## config.mk

```make
export PLATFORM = sky130hd
export DESIGN_NAME = stream_demux_1_to_2
export DESIGN_NICKNAME = d
export VERILOG_FILES = /design/src/rtl/demux_pkg.sv /design/src/rtl/demux_fifo_2.sv /design/src/rtl/stream_demux_1_to_2.sv
export SDC_FILE = /design/constraint.sdc
export NUM_CORES = 1
export LEC_CHECK = 0
export CORE_MARGIN = 5
export CORE_UTILIZATION = 45
export CTS_CLUSTER_DIAMETER = 100
export DETAILED_ROUTE_END_ITERATION = 10
export PLACE_DENSITY_LB_ADDON = 0.3
export RECOVER_POWER = 50
export SYNTH_ARGS = -nofsm -noshare
export SYNTH_HDL_FRONTEND = slang
export SYNTH_SLANG_ARGS = --single-unit
```

## constraint.sdc

```tcl
create_clock -name clk -period 6.6 [get_ports clk]
set_input_delay 1.32 -clock clk [delete_from_list [all_inputs] [get_ports clk]]
set_output_delay 1.32 -clock clk [all_outputs]
set_load 0.02 [all_outputs]
```

## src/rtl/demux_pkg.sv

```systemverilog
// Shared constants and types for the 1-to-2 stream demultiplexer.
package demux_pkg;

   localparam int unsigned DATA_W_DEFAULT = 8;
   localparam int unsigned FIFO_DEPTH     = 2;
   localparam int unsigned CNT_W          = 16;
   localparam int unsigned LEVEL_W        = $clog2(FIFO_DEPTH + 1);

   typedef logic [LEVEL_W-1:0] level_t;
   typedef logic [CNT_W-1:0]   cnt_t;

   // True when a channel buffer holds FIFO_DEPTH beats.
   function automatic logic is_full(input level_t level);
      return level == level_t'(FIFO_DEPTH);
   endfunction

   // True when a channel buffer holds no beats.
   function automatic logic is_empty(input level_t level);
      return level == level_t'(0);
   endfunction

endpackage

```

## src/rtl/demux_fifo_2.sv

```systemverilog
// Two-entry channel buffer: slot0 is the registered head, slot1 the tail.
module demux_fifo_2
   import demux_pkg::*;
#(
   parameter int unsigned WIDTH = DATA_W_DEFAULT
) (
   input  logic             clk,
   input  logic             rst,
   input  logic             push,
   input  logic             pop,
   input  logic [WIDTH-1:0] din,
   output level_t           count,
   output logic [WIDTH-1:0] head
);

   logic [WIDTH-1:0] slot0_q, slot0_d;
   logic [WIDTH-1:0] slot1_q, slot1_d;
   level_t           count_q, count_d;
   level_t           wr_level;
   logic             push_ok;
   logic             pop_ok;

   // Next-state: pop shifts the tail into the head, then push fills the first free slot.
   always_comb begin
      slot0_d  = slot0_q;
      slot1_d  = slot1_q;
      count_d  = count_q;
      wr_level = count_q;
      push_ok  = push && !is_full(count_q);
      pop_ok   = pop && !is_empty(count_q);

      if (pop_ok) begin
         slot0_d  = slot1_q;
         count_d  = count_q - level_t'(1);
         wr_level = count_q - level_t'(1);
      end

      if (push_ok) begin
         if (wr_level == level_t'(0)) begin
            slot0_d = din;
         end else begin
            slot1_d = din;
         end
         count_d = count_d + level_t'(1);
      end
   end

   // Storage and fill level; reset empties the buffer and clears the head.
   always_ff @(posedge clk or posedge rst) begin
      if (rst) begin
         slot0_q <= '0;
         slot1_q <= '0;
         count_q <= '0;
      end else begin
         slot0_q <= slot0_d;
         slot1_q <= slot1_d;
         count_q <= count_d;
      end
   end

   assign count = count_q;
   assign head  = slot0_q;

endmodule

```

## src/rtl/stream_demux_1_to_2.sv

```systemverilog
// Routes a valid/ready stream to one of two buffered output channels by sel.
module stream_demux_1_to_2
   import demux_pkg::*;
#(
   parameter int unsigned WIDTH = DATA_W_DEFAULT
) (
   input  logic             clk,
   input  logic             rst,
   input  logic             in_valid,
   output logic             in_ready,
   input  logic [WIDTH-1:0] in_data,
   input  logic             sel,
   output logic             out0_valid,
   input  logic             out0_ready,
   output logic [WIDTH-1:0] out0_data,
   output logic             out1_valid,
   input  logic             out1_ready,
   output logic [WIDTH-1:0] out1_data,
   output logic [CNT_W-1:0] cnt0,
   output logic [CNT_W-1:0] cnt1
);

   level_t level0;
   level_t level1;
   logic   push0, push1;
   logic   pop0, pop1;
   cnt_t   cnt0_q, cnt1_q;

   // Acceptance depends only on the selected channel's registered fill level.
   assign in_ready = sel ? !is_full(level1) : !is_full(level0);

   // in_valid gates both pushes so sel/in_data are don't-care when idle.
   assign push0 = in_valid && in_ready && !sel;
   assign push1 = in_valid && in_ready && sel;

   assign out0_valid = !is_empty(level0);
   assign out1_valid = !is_empty(level1);
   assign pop0       = out0_valid && out0_ready;
   assign pop1       = out1_valid && out1_ready;

   demux_fifo_2 #(.WIDTH(WIDTH)) u_fifo0 (
      .clk   (clk),
      .rst   (rst),
      .push  (push0),
      .pop   (pop0),
      .din   (in_data),
      .count (level0),
      .head  (out0_data)
   );

   demux_fifo_2 #(.WIDTH(WIDTH)) u_fifo1 (
      .clk   (clk),
      .rst   (rst),
      .push  (push1),
      .pop   (pop1),
      .din   (in_data),
      .count (level1),
      .head  (out1_data)
   );

   // Delivered-beat counters, free-running and wrapping.
   always_ff @(posedge clk or posedge rst) begin
      if (rst) begin
         cnt0_q <= '0;
         cnt1_q <= '0;
      end else begin
         if (pop0) cnt0_q <= cnt0_q + CNT_W'(1);
         if (pop1) cnt1_q <= cnt1_q + CNT_W'(1);
      end
   end

   assign cnt0 = cnt0_q;
   assign cnt1 = cnt1_q;

endmodule

```

# After elaboration in Yosys (flattened, before gate mapping)
# Index checks and enable logic that the tools add are counted.
# op_classes
n_reduce_logical	20
bitwise	2
n_addsub	6
muxes	11
n_eq_ne	2
# op_table
cell	n
$mux 8	6
$add 16x1->16 const B	2
$logic_and 1x1->1	9
$logic_not 2->1	4
$mux 2	4
$logic_not 1->1	5
$add 2x1->2 const B	2
$eq 2x2->1 const B	2
$reduce_and 2->1	2
$sub 2x1->2 const B	2
$not 1->1	2
$mux 1	1
# totals
inputBits	14
regBits	68
word_cells	49
out_inout_bits	51

# Longest topological paths before layout
# logic_depth
depth_word	8
depth_mapped	11
mapped_depth_nobuf	9

# By module
# From an unflattened synthesis, not the netlist that was laid out.
# unflattened
cells_unflattened	265
hier_area_um2	3250.6
# by_module_without_submodules
module	cells_per_inst	area_per_inst_um2	instances
demux_fifo_2	68	883.3	2
stream_demux_1_to_2	129	1483.9	1

# Worst setup path after synthesis
# No wires, ideal clock.
# synth_path
path_type	input -> output
from	input sel
to	output in_ready
path_buffers	0
slack_ns	3.555
path_stages	1
t_arrival_ns	1.725
cell_sequence	mux2i_1
# synth_between
elab_chain_len	1
# synth_lines
element	line_no	rtl
start: declaration	stream_demux_1_to_2.sv:12	input logic sel,
$mux 1	stream_demux_1_to_2.sv:30	assign in_ready = sel ? !is_full(level1) : !is_full(level0);
end: declaration	stream_demux_1_to_2.sv:10	output logic in_ready,
# Every way passes these cells.

# Worst setup path in the final report
# Ends and elaborated chain as after synthesis.

==> metrics.cfg <==
[place]
place_area_sq_um=3800
gp_congestion=0.771
dp.cells=397
io_buffers=64
place_ws_ns=2.56
dp.final_hpwl_mm=4.28

[worst_hold_path]
whs_path_depth=1
hp-class=register to register
hold_start=cnt0[15]

[die]
fp.dieH_um=92.8
rows=30
boundaryPins=65
coreArea_sq_um=6720
fp.dieW_um=92.8
start_util=0.459
die_area_sq_um=8610

[pwr]
peakVddDrop_mv=0.258
fin_total_pwr_mw=1.79
power_leakage_nw=1.82
p_per_area_nw_per_um2=448

[yosys]
synth.distinct_cells=32
netlist_area_sq_um=3080
synth_compound_area_frac=0.0292
synthXorXnorAreaFrac=0.0966
synth_area_leaders=dfrtp_1 55%, xnor2_1 6.5%, mux2_2 6.2%, mux2i_1 6.2%, ha_1 3.2%
synth_nets=280
synthMuxAreaShare=0.124
synth_top_family_by_area=simple AND/OR/NAND/NOR gates
synthSimpleGateAreaFrac=0.143
synth-main-ff-cell=dfrtp_1
yosysSeqAreaShare=0.552
yosys_register_bits=68
async_reset_ff_frac=1.00
yosysTopAreaCell=dfrtp_1
yosys.area_share.adder=0.0325
synth_cells=258
yosys_warnings=0
synth-edff-count=0
synth_top_area_share=0.552
avgSynthCellArea_sq_um=11.9

[route]
route.vias.total=2084
ant_nets=0
avgRoutedWirePerCell_um=14.4
drt_iter0_drc=40
drc=0
routed_via_density=5.05
drt-total-wl_mm=5.96
first_pass_iters=4

[grt]
grt_pass1_wl_mm=10.1
met1_usage=0.188
grt_pass1_vias=2102
grt_max_degree=69
grt-busiest-layer=met2
grt_use_met2=0.238
gr-usage-met3=0.0609
overflow=0
antenna_found_initial=0
grt_util_all_layers=0.151

[sta]
fmax_mhz=248
final_hold_viol_count=0
layout_setup_ws_ns=2.57
max_slew.worst_pin.slew_ns=0.843
max_slew_margin=0.438
timing.final.crit_share=0.610
slew_viol_final=0
rsz0062_at_grt=no
setup_viol=0
timing.final.crit_period_ns=4.03
finalSetupTns_ns=0
worst_clock_skew_ns=0.00871

[cells_and_area]
nFillCells=568
drive_gt1_frac=0.105
instances_no_fill=413
final_cell_area_sq_um=3990
antenna_cells=0
fin_nets=350
areaGrowthSynthToFinish_pct=29.5

[clocking]
clock_sinks=68
clk_pin_slew_ns=0.07
clk_latency_ns=0.34
ctsResizeCount=0
h-tree-depth=3
clockBufferDepth=2
cts_tree=yes
holdBufCountCts=0
cts_root_buf=clkbuf_8
cts-buffers-inserted=9
post-cts-setup-buffers=0

[worst_setup_path]
crit_type=input port to output pin
r2r_cells=9
startpoint_type=input port
worstPathArrival_ns=2.71
crit_required_ns=5.28
critPathCaptureType=output pin
crit_start=sel
path_max_fanout=4
r2r_setup_slack_ns=3.72
r2r_end=u_fifo1.head[7]
reg2reg_from=u_fifo1.count[0]
critPathCapture=in_ready

[job]
maxCapViolCount=0

[status]
outcome=completed

placed cells by master (no fill, tap or decap), types with 3 or more instances in the layout:
master / n
inv_1: 9
a21oi_1: 10
clkdlybuf4s50_1: 61
xnor2_1: 23
nand2_1: 22
clkbuf_8: 10
dlygate4sd3_1: 3
mux2_2: 17
o21ai_0: 7
dfrtp_1: 68
nand3_1: 7
nand4_1: 5
xor2_1: 11
mux2i_1: 19
nor2_1: 17
ha_1: 8
nor2b_1: 3
and4_1: 4
and3_1: 5
how the worst min path moves through the flow:
| stage | endpoint | slack (ns) |
|---|---|---|
| floorplan | u_fifo0.slot1_q[0] | 0.48 |
| global placement | cnt1[15] | 0.45 |
| detailed placement | cnt0[15] | 0.47 |
| CTS | cnt0[15] | 0.48 |
| global route | cnt0[15] | 0.51 |
| finish | cnt0[15] | 0.47 |
metrics by stage:
stage | util | hold slack (ns)
finish | 0.594 | 0.468
global route | 0.594 | 0.507
CTS | 0.598 | 0.479
detailed placement | 0.565 | 0.465
global placement | 0.565 | 0.455
floorplan | - | 0.480
per-layer routing:
metal  vias to the layer above  part of all wire
met5                         -                 0
met2                        58              0.47
met1                      1000              0.44
li1                       1020                 -
met4                         0             0.014
met3                         6             0.069
worst max-delay path, cell delays in order:
cell and delay (ns):
clkdlybuf4s50_1 0.57, mux2i_1 0.20, clkdlybuf4s50_1 0.62
flip-flops by register name (all words and copies together), names as in the netlist:
signal           cells
cnt1                16
u_fifo0.slot1_q      8
u_fifo1.count        2
u_fifo1.head         8
u_fifo1.slot1_q      8
u_fifo0.head         8
cnt0                16
u_fifo0.count        2
final cells by class:
| class | instances | area (sq um) | area share |
|---|---|---|---|
| Sequential cell | 68 | 1700 | 0.426 |
| Multi-Input combinational cell | 174 | 1290 | 0.323 |
| Timing Repair Buffer | 65 | 648 | 0.162 |
| Clock buffer | 12 | 145 | 0.0363 |
| Tap cell | 80 | 100 | 0.0251 |
| Clock inverter | 4 | 72.6 | 0.0182 |
| Inverter | 10 | 37.5 | 0.00940 |
Yosys cell counts (all sizes together), types with 7 or more instances:
cell / n
xnor2: 23
nand2: 22
ha: 8
nand3: 7
xor2: 11
mux2i: 19
inv: 10
nor2: 18
o21ai: 8
dfrtp: 68
mux2: 17
a21oi: 10
power by group:
group          total, mW  switching [mW]  internal, mW
Sequential         0.686           0.114         0.572
Combinational      0.729           0.358         0.372
Clock              0.372           0.149         0.223
logic make-up after synthesis:
logic type | after synthesis
fa+ha+maj | 8
compound gates | 18
buf+inv | 16
flops | 68
mux | 36
xor+xnor | 34
simple gates | 78
(Power assumes the default switching activity.)
